$ cat config.mk
export PLATFORM = sky130hd
export DESIGN_NAME = tp_pingpong_buffer_flat
export DESIGN_NICKNAME = d
export VERILOG_FILES = /design/src/rtl/tp_pingpong_buffer_if.sv /design/src/rtl/tp_pingpong_buffer.sv /design/src/flat_wrapper.sv
export SDC_FILE = /design/constraint.sdc
export NUM_CORES = 2
export LEC_CHECK = 0
export CORE_MARGIN = 2
export CORE_UTILIZATION = 33
export DETAILED_ROUTE_END_ITERATION = 6
export PLACE_DENSITY = 0.59
export SETUP_SLACK_MARGIN = 0.1
export SYNTH_ARGS = -nofsm -noshare
export SYNTH_HDL_FRONTEND = slang
export SYNTH_SLANG_ARGS = --single-unit
$ cat constraint.sdc
create_clock -name clk -period 29.5 [get_ports clk]
set_input_delay 5.9 -clock clk [delete_from_list [all_inputs] [get_ports clk]]
set_output_delay 5.9 -clock clk [all_outputs]
set_load 0.1 [all_outputs]
$ cat src/rtl/tp_pingpong_buffer_if.sv
// Stream bundle for the ping-pong transpose buffer: row input, column output, block count.
interface tp_pingpong_buffer_if #(
    parameter int unsigned N     = 8,
    parameter int unsigned W     = 10,
    parameter int unsigned CNT_W = 16
) ();
    localparam int unsigned BW = N * W;

    logic          in_valid;
    logic          in_ready;
    logic [BW-1:0] in_data;
    logic          flush;
    logic          out_valid;
    logic          out_ready;
    logic [BW-1:0] out_data;
    logic          out_first;
    logic          out_last;
    logic [CNT_W-1:0] blk_cnt;

    // Upstream/downstream environment side
    modport master (
        output in_valid, in_data, flush, out_ready,
        input  in_ready, out_valid, out_data, out_first, out_last, blk_cnt
    );

    // Buffer side
    modport slave (
        input  in_valid, in_data, flush, out_ready,
        output in_ready, out_valid, out_data, out_first, out_last, blk_cnt
    );
endinterface

$ cat src/rtl/tp_pingpong_buffer.sv
// Ping-pong N x N transpose buffer between row-DCT and column-DCT stages.
// One bank fills with rows while the other drains as columns (or rows).
module tp_pingpong_buffer #(
    parameter int unsigned N         = 8,
    parameter int unsigned W         = 10,
    parameter int unsigned TRANSPOSE = 1,
    parameter int unsigned CNT_W     = 16
) (
    input  logic               clk,
    input  logic               reset,
    tp_pingpong_buffer_if.slave bus
);
    localparam int unsigned IW = (N > 1) ? $clog2(N) : 1;
    localparam int unsigned RW = $clog2(N + 1);
    localparam int unsigned BW = N * W;

    // Bank storage; contents survive reset, only the bookkeeping is cleared
    logic [W-1:0]     mem [2][N][N];
    logic [1:0]       full;
    logic [RW-1:0]    rows_valid [2];
    logic             wr_sel;
    logic             rd_sel;
    logic [IW-1:0]    wr_row;
    logic [IW-1:0]    rd_beat;
    logic [CNT_W-1:0] blk_cnt;

    logic             in_ready_c;
    logic             accept_c;
    logic             row_done_c;
    logic [RW-1:0]    rows_written_c;
    logic             close_c;
    logic             out_valid_c;
    logic             xfer_c;
    logic             beat_done_c;
    logic [BW-1:0]    out_data_c;

    // Handshake decode and bank-close decision (flush counts a same-cycle beat)
    always_comb begin
        in_ready_c     = ~full[wr_sel] & ~reset;
        accept_c       = bus.in_valid & in_ready_c;
        row_done_c     = accept_c && (wr_row == IW'(N - 1));
        rows_written_c = RW'(wr_row) + (accept_c ? RW'(1) : RW'(0));
        close_c        = row_done_c | (bus.flush & in_ready_c & (rows_written_c != '0));
        out_valid_c    = full[rd_sel] & ~reset;
        xfer_c         = out_valid_c & bus.out_ready;
        beat_done_c    = xfer_c && (rd_beat == IW'(N - 1));
    end

    // Read mux: column j (transpose) or row j (pass-through), unwritten rows read as zero
    always_comb begin
        out_data_c = '0;
        for (int unsigned i = 0; i < N; i++) begin
            if (TRANSPOSE != 0) begin
                if (RW'(i) < rows_valid[rd_sel]) begin
                    out_data_c[i*W +: W] = mem[rd_sel][IW'(i)][rd_beat];
                end
            end else begin
                if (RW'(rd_beat) < rows_valid[rd_sel]) begin
                    out_data_c[i*W +: W] = mem[rd_sel][rd_beat][IW'(i)];
                end
            end
        end
        if (!out_valid_c) begin
            out_data_c = '0;
        end
    end

    // Row write into the filling bank
    always_ff @(posedge clk) begin
        if (accept_c) begin
            for (int unsigned c = 0; c < N; c++) begin
                mem[wr_sel][wr_row][IW'(c)] <= bus.in_data[c*W +: W];
            end
        end
    end

    // Write/read pointers, bank full flags and block counter
    always_ff @(posedge clk) begin
        if (reset) begin
            full          <= '0;
            rows_valid[0] <= '0;
            rows_valid[1] <= '0;
            wr_sel        <= 1'b0;
            rd_sel        <= 1'b0;
            wr_row        <= '0;
            rd_beat       <= '0;
            blk_cnt       <= '0;
        end else begin
            // Writer only touches a non-full bank, reader only a full one, so
            // a same-cycle close and release always hit different flags.
            if (close_c) begin
                full[wr_sel]       <= 1'b1;
                rows_valid[wr_sel] <= rows_written_c;
                wr_sel             <= ~wr_sel;
                wr_row             <= '0;
            end else if (accept_c) begin
                wr_row <= wr_row + IW'(1);
            end

            if (beat_done_c) begin
                full[rd_sel] <= 1'b0;
                rd_sel       <= ~rd_sel;
                rd_beat      <= '0;
                blk_cnt      <= blk_cnt + CNT_W'(1);
            end else if (xfer_c) begin
                rd_beat <= rd_beat + IW'(1);
            end
        end
    end

    // Output drive
    always_comb begin
        bus.in_ready  = in_ready_c;
        bus.out_valid = out_valid_c;
        bus.out_data  = out_data_c;
        bus.out_first = out_valid_c & (rd_beat == '0);
        bus.out_last  = out_valid_c & (rd_beat == IW'(N - 1));
        bus.blk_cnt   = blk_cnt;
    end

endmodule

$ cat src/flat_wrapper.sv
// flat-port wrapper written by rule: the top's interface ports become plain ports
module tp_pingpong_buffer_flat 
#(
    parameter int unsigned N         = 8,
    parameter int unsigned W         = 10,
    parameter int unsigned TRANSPOSE = 1,
    parameter int unsigned CNT_W     = 16
)
  (clk, reset, bus_in_valid, bus_in_data, bus_flush, bus_out_ready, bus_in_ready, bus_out_valid, bus_out_data, bus_out_first, bus_out_last, bus_blk_cnt);
  tp_pingpong_buffer_if #(.N(N), .W(W), .CNT_W(CNT_W)) bus_i ();
  input  logic clk;
  input  logic reset;
  input wire logic [$bits(bus_i.in_valid)-1:0] bus_in_valid;
  input wire logic [$bits(bus_i.in_data)-1:0] bus_in_data;
  input wire logic [$bits(bus_i.flush)-1:0] bus_flush;
  input wire logic [$bits(bus_i.out_ready)-1:0] bus_out_ready;
  output wire logic [$bits(bus_i.in_ready)-1:0] bus_in_ready;
  output wire logic [$bits(bus_i.out_valid)-1:0] bus_out_valid;
  output wire logic [$bits(bus_i.out_data)-1:0] bus_out_data;
  output wire logic [$bits(bus_i.out_first)-1:0] bus_out_first;
  output wire logic [$bits(bus_i.out_last)-1:0] bus_out_last;
  output wire logic [$bits(bus_i.blk_cnt)-1:0] bus_blk_cnt;
  assign bus_i.in_valid = bus_in_valid;
  assign bus_i.in_data = bus_in_data;
  assign bus_i.flush = bus_flush;
  assign bus_i.out_ready = bus_out_ready;
  assign bus_in_ready = bus_i.in_ready;
  assign bus_out_valid = bus_i.out_valid;
  assign bus_out_data = bus_i.out_data;
  assign bus_out_first = bus_i.out_first;
  assign bus_out_last = bus_i.out_last;
  assign bus_blk_cnt = bus_i.blk_cnt;
  tp_pingpong_buffer #(.N(N), .W(W), .TRANSPOSE(TRANSPOSE), .CNT_W(CNT_W)) u_core (.clk(clk), .reset(reset), .bus(bus_i));
endmodule
; ---- Word level (Yosys, flattened, before mapping)
; Memory sizes are Yosys's and may differ from the RTL's. A register that Yosys moved wholly into a read port is not among the register bits.
; Cells that the tools add are included.
[totals]
reg_bits = 26
ram_bits = 1288
in_bits = 85
out_inout_bits = 100
word_cells = 9099
n_memories = 2
[classes]
addsub = 4
order_cmp = 15
eq_ne = 2
n_mux = 4562
bitwise = 4498
reduce_logical = 10
[memory_table]
columns = memory, words, width, read_ports, rd_clocked_by_memory_dff, write_ports, line_no
row1 = u_core.mem, 2, 640, 1, 1, 1, tp_pingpong_buffer.sv:18  ; logic [W-1:0] mem [2][N][N];
row2 = u_core.rows_valid, 2, 4, 1, 1, 2, tp_pingpong_buffer.sv:20  ; logic [RW-1:0] rows_valid [2];
[op_table]
columns = cell, n
row1 = $mux 640, 8
row2 = $mux 1, 4499
row3 = $or 1x1->1, 4481
row4 = $demux 80 s3, 8
row5 = $mux 10, 25
row6 = $bmux 10 s3, 8
row7 = $mux 80, 2
row8 = $mux 70, 1
row9 = $mux 60, 1
row10 = $mux 50, 1
row11 = $mux 40, 1
row12 = $mux 30, 1
row13 = $mux 20, 1
row14 = $add 16x1->16 const B, 1
row15 = $lt 3x4->1 const A, 4
row16 = $and 1x1->1, 8
row17 = $ge 4x4->1 const B, 2
row18 = $lt 1x4->1 const A, 2
row19 = $lt 2x4->1 const A, 2
row20 = $not 3->4, 2
row21 = $add 3x1->3 const B, 2
row22 = $eq 3x3->1 const B, 2
row23 = $mux 2, 3
row24 = $logic_and 1x1->1, 5
row25 = other kinds (14), 21

; ---- Logic depth before layout (Yosys ltp)
[depth]
depth_word = 15
depth_mapped = 12
mapped_depth_nobuf = 10

; ---- Least setup slack after synthesis
; Ideal clock, no wire load.
[synth_timing]
path_type = in2out
startpoint = in reset
endpoint = out bus_out_data[10]
arrival_ns = 9.112
t_required_ns = 23.600
slack_ns = 14.488
cell_stages = 4
n_path_buf = 1
cell_sequence = buf_2 > nor2_2 > nand3_1 > o22ai_1
[synth_between]
elab_chain_len = 3
[synth_lines]
columns = item, line_no
row1 = "start, declared", flat_wrapper.sv:12  ; input logic reset;
row2 = $not 1->1, tp_pingpong_buffer.sv:44  ; out_valid_c = full[rd_sel] & ~reset;
row3 = $and 1x1->1, tp_pingpong_buffer.sv:44
row4 = named net bus_out_valid, flat_wrapper.sv:18  ; output wire logic [$bits(bus_i.out_valid)-1:0] bus_out_valid;
row5 = $mux 80, tp_pingpong_buffer.sv:63  ; if (!out_valid_c) begin
row6 = "end, declared", flat_wrapper.sv:19  ; output wire logic [$bits(bus_i.out_data)-1:0] bus_out_data;
; The timed path passes the listed nets, and every way through them passes these cells.

; ---- Worst setup path in the final report
[layout_timing]
startpoint = in reset
endpoint = out bus_out_data[10]
[layout_between]
elab_chain_len = 3
[layout_lines]
columns = item, line_no
row1 = $not 1->1, tp_pingpong_buffer.sv:44
row2 = $and 1x1->1, tp_pingpong_buffer.sv:44
row3 = $mux 80, tp_pingpong_buffer.sv:63
; No other way between the ends.

==> impl_metrics.ini <==
[die]
die_h_um = 415.5
initial_utilization_pct = 33.12
ios = 185
rows = 151
core_um2 = 168700
die_x_um = 415.5
die_area_um2 = 172600

[timing]
worstMarginPinSlew_ns = 1.283
setup_viol = 0
maxSlewHeadroom_pct = 13.74
fin_crit_ns = 15.08
finalCritPeriodShare_pct = 51.11
clock.fmax_mhz = 66.33
hold_viol_final = 0
rsz0062_at_grt = no
finClkSkew_ns = 0.01922
drv_slew = 0
setup_tns_ns = 0

[drt]
wire_per_inst_um = 31.67
first_pass_iters = 7
vias = 31002
routed_wirelength_um = 176200
viasPerCell = 5.574
drtIter0Drc = 3527
drc = 0
ant_nets = 0

[power]
p_switching_uw = 897.5
p_seq_share_pct = 51.6
powerDensity_nw_per_um2 = 62.38
p_leak_nw = 22.69
pwr-share-clk_pct = 43.1
irDropWorstVdd_mv = 0.05812
swShare_pct = 22.29
power_frac_comb_pct = 5.3
power_mw = 4.026
p_int_mw = 3.129

[yosys]
synth-adder-area-share_pct = 0.1791
ys_ff_latch = 1315
synthXorXnorAreaFrac_pct = 0.2821
synthArstFlopShare_pct = 0
syn_avg_cell_area_um2 = 17.94
synthSimpleGateAreaFrac_pct = 2.241
seq_area_frac_synth_pct = 70.19
syn_inst = 3114
syn_nets = 3207
synthMuxAreaShare_pct = 14.63
syn_area_um2 = 55880
synth_top_family_by_area = multiplexers
ys_types = 53
synth_flop_cell = edfxtp_1
ys_warn_count = 0
synth_edf_count = 1288
synth_compound_area_share_pct = 9.899

[placed_design]
place_congestion = 0.7859
dpl_cell_area_um2 = 60050
dp_hpwl_um = 105200
port_buffers = 184
dp.cells = 5299

[cells_and_area]
fillCellCount = 15417
regArea_um2 = 39230
drive_gt1_share_pct = 19.03
final_cell_count_no_fill = 5562
final_nets = 3320
syn2layout_area_growth_pct = 15.50
multiInputGateArea_um2 = 15330
post-route-cell-area_um2 = 64540
utilization_pct = 38.25

[grt]
grt_antenna_before_repair = 20
grt_pass1_wl_um = 241800
grt_max_degree = 110
grt.total_usage_pct = 20.13
grt_pass1_vias = 30821
grt.overflow.total = 0

[worst_setup_path]
cp_max_fo = 37
cpMostUsedCell = buf_4
critPathArrivalTime_ns = 9.18
crit_family = buffers and inverters
cp-start-kind = input port
required_ns = 23.60
regToRegSetupSlack_ns = 24.55
max_stage_delay_ns = 1.18
end_kind = output pin
crit_chain = buf_2, buf_4, nor2_2, buf_4, nand3_1, o22ai_1, clkdlybuf4s50_1
slowest_stage = clkdlybuf4s50_1
path_buf_inv = 4
path_class = input port to output pin

[clock_network]
h-tree-depth = 4
insertion_delay_ns = 0.79
post-cts-setup-buffers = 0
postCtsHoldBufs = 0
cts_resized = 0
clkSlewWorstSetupHoldPaths_ns = 0.06
cts_tree = yes
cts_root_buffer = clkbuf_16
cts_sinks = 1315
cts_buffer_depth = 3
cts_buffers = 144

[run]
maxCapViolations = 0

[min_path]
hold_path.class = register to register

[run_status]
status = finished clean
stage by stage:
stage	hold WS (ns)	setup WS, ns
3_5_place_dp	0.4933	14.40
5_1_grt	0.5408	14.29
4_1_cts	0.5001	14.40
3_3_place_gp	0.4806	14.39
2_1_floorplan	0.4693	14.49
6_report	0.5028	14.42
routing by layer:
metal / vias up / GRT usage, % / wire (µm)
met2: 1429 / 33.63 / 87490
met4: 2 / 8.870 / 8368
met5: - / 0 / 13
met1: 16495 / 25.61 / 67120
li1: 12794 / - / -
met3: 282 / 3.613 / 13160
sequential cells by signal (all words and copies together) (netlist names), named ones only:
register	count
u_core.rd_beat	3
u_core.rows_valid	8
u_core.wr_row	3
u_core.full	2
u_core.wr_sel	1
u_core.rd_sel	1
u_core.mem	1280
u_core.bus.blk_cnt	16
layout by cell type (no fill, tap or decap), types with 5 or more instances in the layout:
master and count:
nor3_2 7, mux2i_1 183, nor2b_1 82, mux4_2 280, a21oi_1 37, a22oi_1 40, buf_4 116, nand3_1 12
clkinv_2 19, nand2b_1 9, o21ai_0 21, clkdlybuf4s50_1 177, nor2_1 31, clkinv_1 31, inv_6 7, clkbuf_1 36
diode_2 7, nor2_4 5, a21o_1 561, bufinv_16 9, clkbuf_16 147, nor4_2 9, o211ai_1 20, xor2_1 14
nand2_1 22, dfxtp_1 23, o22ai_1 50, inv_1 7, edfxtp_1 1288, a221oi_1 22, clkinv_8 6, ha_1 8
final timing paths:
check                                         endpoint         startpoint  depth (start not counted)
worst min-delay path                    u_core.full[0]     u_core.full[0]                          2
worst min register to register          u_core.full[0]     u_core.full[0]                          2
worst max register to register  u_core.bus.blk_cnt[14]  u_core.rd_beat[0]                          9
worst max-delay path                  bus_out_data[10]              reset                          7
synth_stat cells, types with 4 or more instances:
library cell	number	share of area [%]
xnor2_1	4	0.063
nor3_4	4	0.12
edfxtp_1	1288	69
buf_2	104	0.93
nor3_1	8	0.072
o211ai_1	20	0.27
clkbuf_1	130	0.87
nor4_1	8	0.090
o22ai_1	50	0.56
nor2b_1	82	0.92
a21o_1	561	7.5
o21ai_0	21	0.19
xor2_1	14	0.22
buf_4	10	0.13
mux2i_1	183	3.3
nand2_1	22	0.15
nor2_1	34	0.23
a21oi_1	37	0.33
ha_1	8	0.18
and2_1	5	0.056
buf_1	86	0.58
mux4_2	280	11
a221oi_1	22	0.34
nand3_1	12	0.11
nand2b_1	9	0.10
inv_1	7	0.047
a22oi_1	40	0.54
nand4_1	4	0.045
dfxtp_1	27	0.97
worst min-delay path: stages (launching register included):
cell and delay [ns]:
dfxtp_1 0.33, inv_1 0.06, a221oi_1 0.06
logic make-up after synthesis:
| group | after synthesis |
|---|---|
| xor+xnor | 18 |
| mux | 466 |
| simple gates | 207 |
| compound gates | 760 |
| fa+ha+maj | 8 |
| buf+inv | 340 |
| flops | 1315 |
power by group through the flow:
stage | logic [mW] | clock network (mW) | registers (mW)
floorplan | 0.112 | 0 | 2.12
global route | 0.221 | 1.83 | 2.08
global placement | 0.208 | 0 | 2.12
CTS | 0.212 | 1.76 | 2.08
finish | 0.212 | 1.74 | 2.08
detailed placement | 0.211 | 0 | 2.12
area by class of cell:
type | count | share of cell area (%)
inverters | 10 | 0.06592
well taps | 2218 | 4.300
multi-input cells | 1459 | 23.75
clock inverters | 73 | 1.012
clock buffers | 183 | 5.909
repair buffers | 297 | 4.149
diodes | 7 | 0.02714
flip-flops and latches | 1315 | 60.79
Power figures use the tool's default switching activity.
